$ cat config.mk
export PLATFORM = sky130hd
export DESIGN_NAME = vram_arbiter_flat
export DESIGN_NICKNAME = d
export VERILOG_FILES = /design/src/rtl/vram_arbiter_if.sv /design/src/rtl/vram_arbiter.sv /design/src/flat_wrapper.sv
export SDC_FILE = /design/constraint.sdc
export NUM_CORES = 1
export LEC_CHECK = 0
export BUFFER_PORTS_ARGS = -buffer_cell sky130_fd_sc_hd__buf_2
export CORE_MARGIN = 5
export CORE_UTILIZATION = 54
export CTS_BUF_LIST = sky130_fd_sc_hd__clkbuf_8
export DETAILED_ROUTE_END_ITERATION = 12
export PLACE_DENSITY = 0.91
export SLEW_MARGIN = 20
export SYNTH_ARGS = -nofsm -noshare
export SYNTH_HDL_FRONTEND = slang
export SYNTH_SLANG_ARGS = --single-unit
$ cat constraint.sdc
create_clock -name clk_sys -period 2.9 [get_ports clk_sys]
set_input_delay 0.29 -clock clk_sys [delete_from_list [all_inputs] [get_ports clk_sys]]
set_output_delay 0.29 -clock clk_sys [all_outputs]
set_load 0.02 [all_outputs]
$ cat src/rtl/vram_arbiter_if.sv
// Signal bundle between the VRAM arbiter and its video, CPU-bus and VRAM-macro neighbours.
// master = requesters plus RAM model side, slave = the arbiter.
interface vram_arbiter_if #(
  parameter int ADDR_W = 14,
  parameter int DATA_W = 16
);
  logic              vid_req;
  logic [ADDR_W-1:0] vid_addr;
  logic [DATA_W-1:0] vid_data;
  logic              vid_valid;

  logic              cpu_req;
  logic              cpu_we;
  logic [1:0]        cpu_be;
  logic [ADDR_W-1:0] cpu_addr;
  logic [DATA_W-1:0] cpu_din;
  logic [DATA_W-1:0] cpu_dout;
  logic              cpu_ack;

  logic [ADDR_W-1:0] ram_addr;
  logic [DATA_W-1:0] ram_din;
  logic              ram_we;
  logic [1:0]        ram_be;
  logic [DATA_W-1:0] ram_dout;

  modport master (
    output vid_req, vid_addr, cpu_req, cpu_we, cpu_be, cpu_addr, cpu_din, ram_dout,
    input  vid_data, vid_valid, cpu_dout, cpu_ack, ram_addr, ram_din, ram_we, ram_be
  );

  modport slave (
    input  vid_req, vid_addr, cpu_req, cpu_we, cpu_be, cpu_addr, cpu_din, ram_dout,
    output vid_data, vid_valid, cpu_dout, cpu_ack, ram_addr, ram_din, ram_we, ram_be
  );
endinterface

$ cat src/rtl/vram_arbiter.sv
// Single-port VRAM arbiter: raster fetch owns any slot it asks for (vid_valid exactly 3 cycles after vid_req);
// CPU waits for a free slot and completes with a one-cycle ack (write 2, read 3 cycles after arbitration starts).
module vram_arbiter #(
  parameter int ADDR_W = 14,
  parameter int DATA_W = 16
) (
  input  logic          clk_sys,
  input  logic          reset_n,
  vram_arbiter_if.slave bus
);

  typedef enum logic [2:0] {C_IDLE, C_WAIT, C_ISSUE, C_DATA, C_ACK, C_DONE} cpu_state_t;

  cpu_state_t        state, state_nxt;
  logic              cpu_issue;
  logic              cpu_ack;

  logic              lat_we;
  logic [1:0]        lat_be;
  logic [ADDR_W-1:0] lat_addr;
  logic [DATA_W-1:0] lat_din;

  logic [ADDR_W-1:0] ram_addr;
  logic [DATA_W-1:0] ram_din;
  logic              ram_we;
  logic [1:0]        ram_be;

  logic              vid_p1, vid_p2;
  logic              vid_valid;
  logic [DATA_W-1:0] vid_data;
  logic [DATA_W-1:0] cpu_dout;

  always_ff @(posedge clk_sys or negedge reset_n) begin
    if (!reset_n) state <= C_IDLE;
    else          state <= state_nxt;
  end

  // The slot decision is made one cycle ahead of issue: a raster strobe this cycle claims the next slot.
  always_comb begin
    state_nxt = state;
    cpu_issue = 1'b0;
    cpu_ack   = 1'b0;
    case (state)
      C_IDLE:  if (bus.cpu_req) state_nxt = C_WAIT;
      C_WAIT:  if (!bus.vid_req) begin
                 state_nxt = C_ISSUE;
                 cpu_issue = 1'b1;
               end
      C_ISSUE: state_nxt = lat_we ? C_ACK : C_DATA;
      C_DATA:  state_nxt = C_ACK;
      C_ACK:   begin
                 cpu_ack   = 1'b1;
                 state_nxt = C_DONE;
               end
      C_DONE:  if (!bus.cpu_req) state_nxt = C_IDLE;
      default: state_nxt = C_IDLE;
    endcase
  end

  always_ff @(posedge clk_sys or negedge reset_n) begin
    if (!reset_n) begin
      lat_we   <= 1'b0;
      lat_be   <= 2'b00;
      lat_addr <= '0;
      lat_din  <= '0;
    end else if (state == C_IDLE && bus.cpu_req) begin
      lat_we   <= bus.cpu_we;
      lat_be   <= bus.cpu_be;
      lat_addr <= bus.cpu_addr;
      lat_din  <= bus.cpu_din;
    end
  end

  // Registered RAM command; reads always use both lanes, empty-lane writes never strobe the RAM.
  always_ff @(posedge clk_sys or negedge reset_n) begin
    if (!reset_n) begin
      ram_addr <= '0;
      ram_din  <= '0;
      ram_we   <= 1'b0;
      ram_be   <= 2'b00;
    end else if (bus.vid_req) begin
      ram_addr <= bus.vid_addr;
      ram_we   <= 1'b0;
      ram_be   <= 2'b11;
    end else if (cpu_issue) begin
      ram_addr <= lat_addr;
      ram_din  <= lat_din;
      ram_be   <= lat_we ? lat_be : 2'b11;
      ram_we   <= lat_we & (|lat_be);
    end else begin
      ram_we   <= 1'b0;
    end
  end

  always_ff @(posedge clk_sys or negedge reset_n) begin
    if (!reset_n) begin
      vid_p1    <= 1'b0;
      vid_p2    <= 1'b0;
      vid_valid <= 1'b0;
      vid_data  <= '0;
      cpu_dout  <= '0;
    end else begin
      vid_p1    <= bus.vid_req;
      vid_p2    <= vid_p1;
      vid_valid <= vid_p2;
      if (vid_p2)          vid_data <= bus.ram_dout;
      if (state == C_DATA) cpu_dout <= bus.ram_dout;
    end
  end

  assign bus.ram_addr  = ram_addr;
  assign bus.ram_din   = ram_din;
  assign bus.ram_we    = ram_we;
  assign bus.ram_be    = ram_be;
  assign bus.vid_data  = vid_data;
  assign bus.vid_valid = vid_valid;
  assign bus.cpu_dout  = cpu_dout;
  assign bus.cpu_ack   = cpu_ack;

endmodule

$ cat src/flat_wrapper.sv
// flat-port wrapper written by rule: the top's interface ports become plain ports
module vram_arbiter_flat 
#(
  parameter int ADDR_W = 14,
  parameter int DATA_W = 16
)
  (clk_sys, reset_n, bus_vid_req, bus_vid_addr, bus_cpu_req, bus_cpu_we, bus_cpu_be, bus_cpu_addr, bus_cpu_din, bus_ram_dout, bus_vid_data, bus_vid_valid, bus_cpu_dout, bus_cpu_ack, bus_ram_addr, bus_ram_din, bus_ram_we, bus_ram_be);
  vram_arbiter_if #(.ADDR_W(ADDR_W), .DATA_W(DATA_W)) bus_i ();
  input  logic clk_sys;
  input  logic reset_n;
  input wire logic [$bits(bus_i.vid_req)-1:0] bus_vid_req;
  input wire logic [$bits(bus_i.vid_addr)-1:0] bus_vid_addr;
  input wire logic [$bits(bus_i.cpu_req)-1:0] bus_cpu_req;
  input wire logic [$bits(bus_i.cpu_we)-1:0] bus_cpu_we;
  input wire logic [$bits(bus_i.cpu_be)-1:0] bus_cpu_be;
  input wire logic [$bits(bus_i.cpu_addr)-1:0] bus_cpu_addr;
  input wire logic [$bits(bus_i.cpu_din)-1:0] bus_cpu_din;
  input wire logic [$bits(bus_i.ram_dout)-1:0] bus_ram_dout;
  output wire logic [$bits(bus_i.vid_data)-1:0] bus_vid_data;
  output wire logic [$bits(bus_i.vid_valid)-1:0] bus_vid_valid;
  output wire logic [$bits(bus_i.cpu_dout)-1:0] bus_cpu_dout;
  output wire logic [$bits(bus_i.cpu_ack)-1:0] bus_cpu_ack;
  output wire logic [$bits(bus_i.ram_addr)-1:0] bus_ram_addr;
  output wire logic [$bits(bus_i.ram_din)-1:0] bus_ram_din;
  output wire logic [$bits(bus_i.ram_we)-1:0] bus_ram_we;
  output wire logic [$bits(bus_i.ram_be)-1:0] bus_ram_be;
  assign bus_i.vid_req = bus_vid_req;
  assign bus_i.vid_addr = bus_vid_addr;
  assign bus_i.cpu_req = bus_cpu_req;
  assign bus_i.cpu_we = bus_cpu_we;
  assign bus_i.cpu_be = bus_cpu_be;
  assign bus_i.cpu_addr = bus_cpu_addr;
  assign bus_i.cpu_din = bus_cpu_din;
  assign bus_i.ram_dout = bus_ram_dout;
  assign bus_vid_data = bus_i.vid_data;
  assign bus_vid_valid = bus_i.vid_valid;
  assign bus_cpu_dout = bus_i.cpu_dout;
  assign bus_cpu_ack = bus_i.cpu_ack;
  assign bus_ram_addr = bus_i.ram_addr;
  assign bus_ram_din = bus_i.ram_din;
  assign bus_ram_we = bus_i.ram_we;
  assign bus_ram_be = bus_i.ram_be;
  vram_arbiter #(.ADDR_W(ADDR_W), .DATA_W(DATA_W)) u_core (.clk_sys(clk_sys), .reset_n(reset_n), .bus(bus_i));
endmodule
=== Word-level counts from Yosys, hierarchy flattened ===
Cells that the tools add are included.

* Bits in read-only memories: 0
* Input bits: 67
* Memories kept: 0
* Output and inout port bits: 67
* Bits in registers: 104
* RAM bits: 0
* Bits in latches: 0
* Word-level logic and storage cells: 45

* Eq/ne operators: 8
* $add $sub $neg: 0
* $mul: 0
* Mux-type cells: 15
* Shifts and indexed selects: 0
* Reductions and logical operators: 6
* Divide/modulo/power cells: 0
* Bitwise gates (word level): 2
* Order comparisons: 0

{| class="wikitable"
|+ Operators with widths
! operator !! number
|-
| 2-to-1 mux 14 bit || 2
|-
| one-hot mux 3 bit (6 select lines) || 1
|-
| 2-to-1 mux 3 bit || 4
|-
| == test 3 x 2 -> 1 bit (second input constant) || 2
|-
| == test 3 bit (second input constant) || 2
|-
| 2-to-1 mux 2 bit || 3
|-
| inequality test 2 bit (second input constant) || 3
|-
| 2-to-1 mux 1 bit || 5
|-
| == test 3 x 1 -> 1 bit (second input constant) || 1
|-
| zero test 3 bit || 1
|-
| AND reduction 3 bit || 1
|-
| AND reduction 2 bit || 1
|-
| nonzero test 2 bit || 1
|-
| OR reduction 2 bit || 1
|-
| bitwise AND 1 bit || 1
|-
| logical AND 1 bit || 1
|-
| inverter 1 bit || 1
|}

=== Longest topological paths before layout ===
* Depth in word-level cells: 4
* Depth in mapped cells: 5
* Mapped depth without buffers: 3

=== Least setup slack after synthesis ===
OpenSTA, ideal clock, no wires.

* Path type: register -> register
* From: register u_core.state[1]
* To: register u_core.lat_addr[11]
* Arrival: 1518 ps
* Stages on the path, launching flop included: 5
* Setup time: 125 ps
* Period minus slack after synthesis: 1643 ps
* Setup slack: 1257 ps
* Path buffers: 2
* Required time: 2775 ps
* Cells stage by stage: dfrtp_1 buf_6 nor4b_4 buf_6 mux2_2

* Cells in the longest elaborated chain, start to end: 2

{| class="wikitable"
|+ RTL lines
! element !! RTL line !! source
|-
| start: declaration || vram_arbiter.sv:14 || <nowiki>cpu_state_t state, state_nxt;</nowiki>
|-
| start signal: assignment || vram_arbiter.sv:35 || <nowiki>else state <= state_nxt;</nowiki>
|-
| zero test 3 bit || vram_arbiter.sv:66 || <nowiki>end else if (state == C_IDLE && bus.cpu_req) begin</nowiki>
|-
| logical AND 1 bit || vram_arbiter.sv:66 ||
|-
| end signal: assignment || vram_arbiter.sv:69 || <nowiki>lat_addr <= bus.cpu_addr;</nowiki>
|-
| end: declaration || vram_arbiter.sv:20 || <nowiki>logic [ADDR_W-1:0] lat_addr;</nowiki>
|}

No other way between the ends.
A chain may end at the register's enable or synchronous reset.

=== Final worst setup path ===
* From: register u_core.state[1]
* To: register u_core.lat_din[8]

* Cells in the longest elaborated chain, start to end: 2

{| class="wikitable"
|+ RTL lines
! element !! RTL line !! source
|-
| zero test 3 bit || vram_arbiter.sv:66 ||
|-
| logical AND 1 bit || vram_arbiter.sv:66 ||
|-
| end signal: assignment || vram_arbiter.sv:70 || <nowiki>lat_din <= bus.cpu_din;</nowiki>
|-
| end: declaration || vram_arbiter.sv:21 || <nowiki>logic [DATA_W-1:0] lat_din;</nowiki>
|}

No other way between the ends.

==> reports/metrics.cfg <==
[floorplan]
coreArea_mm2 = 0.007253
die_y_um = 96.20
num_io_pins = 134
num_rows = 31
die_area_mm2 = 0.009254
start_util_pct = 55.32
die_w_um = 96.20

[finish]
nFillCells = 522
final-seq-area_mm2 = 0.002603
multi_input_area_mm2 = 0.001257
area_delta_synth_final_pct = 23.79
antenna_cells = 0
fin_nets = 469
drive_gt1_share_pct = 57.74

[logic_synthesis]
syn_area_per_cell_um2 = 14.97
synth_top_cell_by_area = dfrtp_1
syn_area_mm2 = 0.004013
synthCells = 268
ys_types = 25
synth_seq_cells = 104
ys_seq_area_share_pct = 64.86
yosysTopAreaCellShare_pct = 64.86
synth_nets = 335
yosys-top-cells-area = dfrtp_1, mux2_2, a22oi_1
ys_warn_count = 0

[worst_setup_path]
r2r-end = u_core.lat_din[8]
cp_max_fo = 29
timing.rr.start = u_core.state[1]
end_kind = flip-flop
cp.required_ns = 3.14
regToRegSetupSlack_ns = 1.01
crit_arrival_ns = 2.13
path_class = flip-flop to flip-flop
critPathLaunchType = flip-flop
reg2reg_depth = 3

[route]
firstDrtPassIters = 4
via_per_inst = 5.158
drt-total-wl_um = 8635
drc = 0
via_count = 2610
first_iter_violations = 82
ant_nets = 0
wl_per_cell_um = 17.07

[global_route]
grt_max_degree = 89
track_usage_pct = 19.21
overflow = 0
antenna_found_initial = 0
grt_pass1_vias = 2678
grt_pass1_wl_um = 13270

[sta]
tightest_slew_ns = 0.7676
setup_tns_ns = 0
slew_headroom_pct = 48.82
holdWs_ns = -0.01539
rsz0062_at_grt = false
fmax_mhz = 529.8
timing.final.setup_violations = 0
period_share_pct = 65.09
hold_viol_final = 30
maxSlewViolCount = 0
fin_crit_ns = 1.888
clock_skew_ns = 0.01394

[cts]
cts_hold_buf = 0
ctsResizeCount = 0
cts_made_buffers = 9
cts-root-buf = clkbuf_8
cts.path.max_buffers = 2
cts_max_level = 3
cts.sinks = 104
cts_tree = yes
clock_latency_ns = 0.36
clkTransAtPathRegs_ns = 0.09
postCtsSetupRepairBufs = 0

[placement]
place_congestion = 0.6899
io_buffer_count = 133
place_hpwl_um = 6381

[power_and_ir_drop]
p_leak_nw = 2.387
power.density_mw_per_mm2 = 1052
ir_drop_mv = 0.5757

[status]
violations = hold timing
outcome = finished, violations left

[min_path]
hold_class = primary input to async pin

[flow_run]
drv_cap = 0

[synthesized netlist by cell type, drive strengths merged]
cell and count:
o22ai 2, a221oi 1, o22a 2, mux2 81, o21ba 1, nor4b 2, a21oi 2, inv 19
clkbuf 4, and3 1, and2b 1, dfrtp 104, or3 1, nor2 3, o21ai 14, a22oi 11
nand2 5, nand2b 1, buf 10, a222oi 2, a21o 1
[cell families (layout without fill, tap and decap cells)]
| group | after synthesis | count (layout) | synth area share, % |
|---|---|---|---|
| AO/OA/AOI/OAI | 36 | 36 | 5.956 |
| AND/OR/NAND/NOR | 14 | 14 | 2.432 |
| buffers and inverters | 33 | 172 | 4.022 |
| multiplexers | 81 | 81 | 22.73 |
| flip-flops | 104 | 104 | 64.86 |
[power by group]
| group | leakage [nW] | switching (mW) | internal (mW) |
|---|---|---|---|
| sequential | 1.23 | 0.351 | 2.05 |
| clock | 0.103 | 0.471 | 0.418 |
| combinational | 1.06 | 1.03 | 0.905 |
| total | 2.39 | 1.85 | 3.37 |
[layout make-up]
type                    count  share of cell area [%]
flip-flops and latches    104                   52.39
multi-input cells         131                   25.31
repair buffers            137                   14.38
clock buffers              10                   2.771
well taps                  99                   2.494
inverters                  19                   1.436
clock inverters             6                   1.209
[cells in the final DEF (no fill, tap or decap), types with 2 or more instances in the layout]
cell and instances:
buf_2 132, dfrtp_1 104, clkinv_2 2, clkbuf_8 10, a22oi_1 11, a21oi_1 2, buf_4 3, a222oi_1 2
nor4b_4 2, o21ai_0 14, nor2_1 3, inv_1 20, o22ai_1 2, nand2_1 4, o22a_1 2, mux2_2 79
mux2_1 2
[state kept, by name (all words and copies together) (netlist names), 2 cells and up]
name	cells
u_core.state	3
u_core.bus.ram_addr	14
u_core.bus.vid_data	16
u_core.bus.ram_din	16
u_core.lat_din	16
u_core.bus.ram_be	2
u_core.bus.cpu_dout	16
u_core.lat_be	2
u_core.lat_addr	14
[through the flow]
stage	worst slack [ns]	utilization [%]	total power, mW	cells	cell area, µm²
finish	1.012	68.48	5.226	506	4967
global route	0.9104	68.48	5.553	506	4967
CTS	1.003	68.43	5.276	506	4964
detailed placement	1.007	65.71	4.401	490	4766
global placement	1.066	65.71	4.279	490	4766
floorplan	1.258	-	3.725	268	4013
[layer usage]
layer  part of all wire (%)  GRT usage (%)  up-vias
met5                      0              0        -
met2                     48          30.53      112
met1                     41          24.23     1279
met4                    1.2          5.095        0
li1                       -              -     1203
met3                     10          8.131       16
[critical path: stages, from the launching register on]
cell and delay (ns):
dfrtp_1 0.53, nor4b_4 0.61, buf_12 0.27, mux2_2 0.36
[worst max-delay path by stage]
stage               cells after the start                    end  slack [ns]             from
floorplan                               4    u_core.lat_addr[11]        1.26  u_core.state[1]
global placement                        4  u_core.bus.ram_din[3]        1.07      bus_vid_req
detailed placement                      3      u_core.lat_din[8]        1.01  u_core.state[1]
CTS                                     3      u_core.lat_din[8]        1.00  u_core.state[1]
global route                            3      u_core.lat_din[5]        0.91  u_core.state[1]
finish                                  3      u_core.lat_din[8]        1.01  u_core.state[1]
Note: power is estimated with default switching activity, not from simulation.
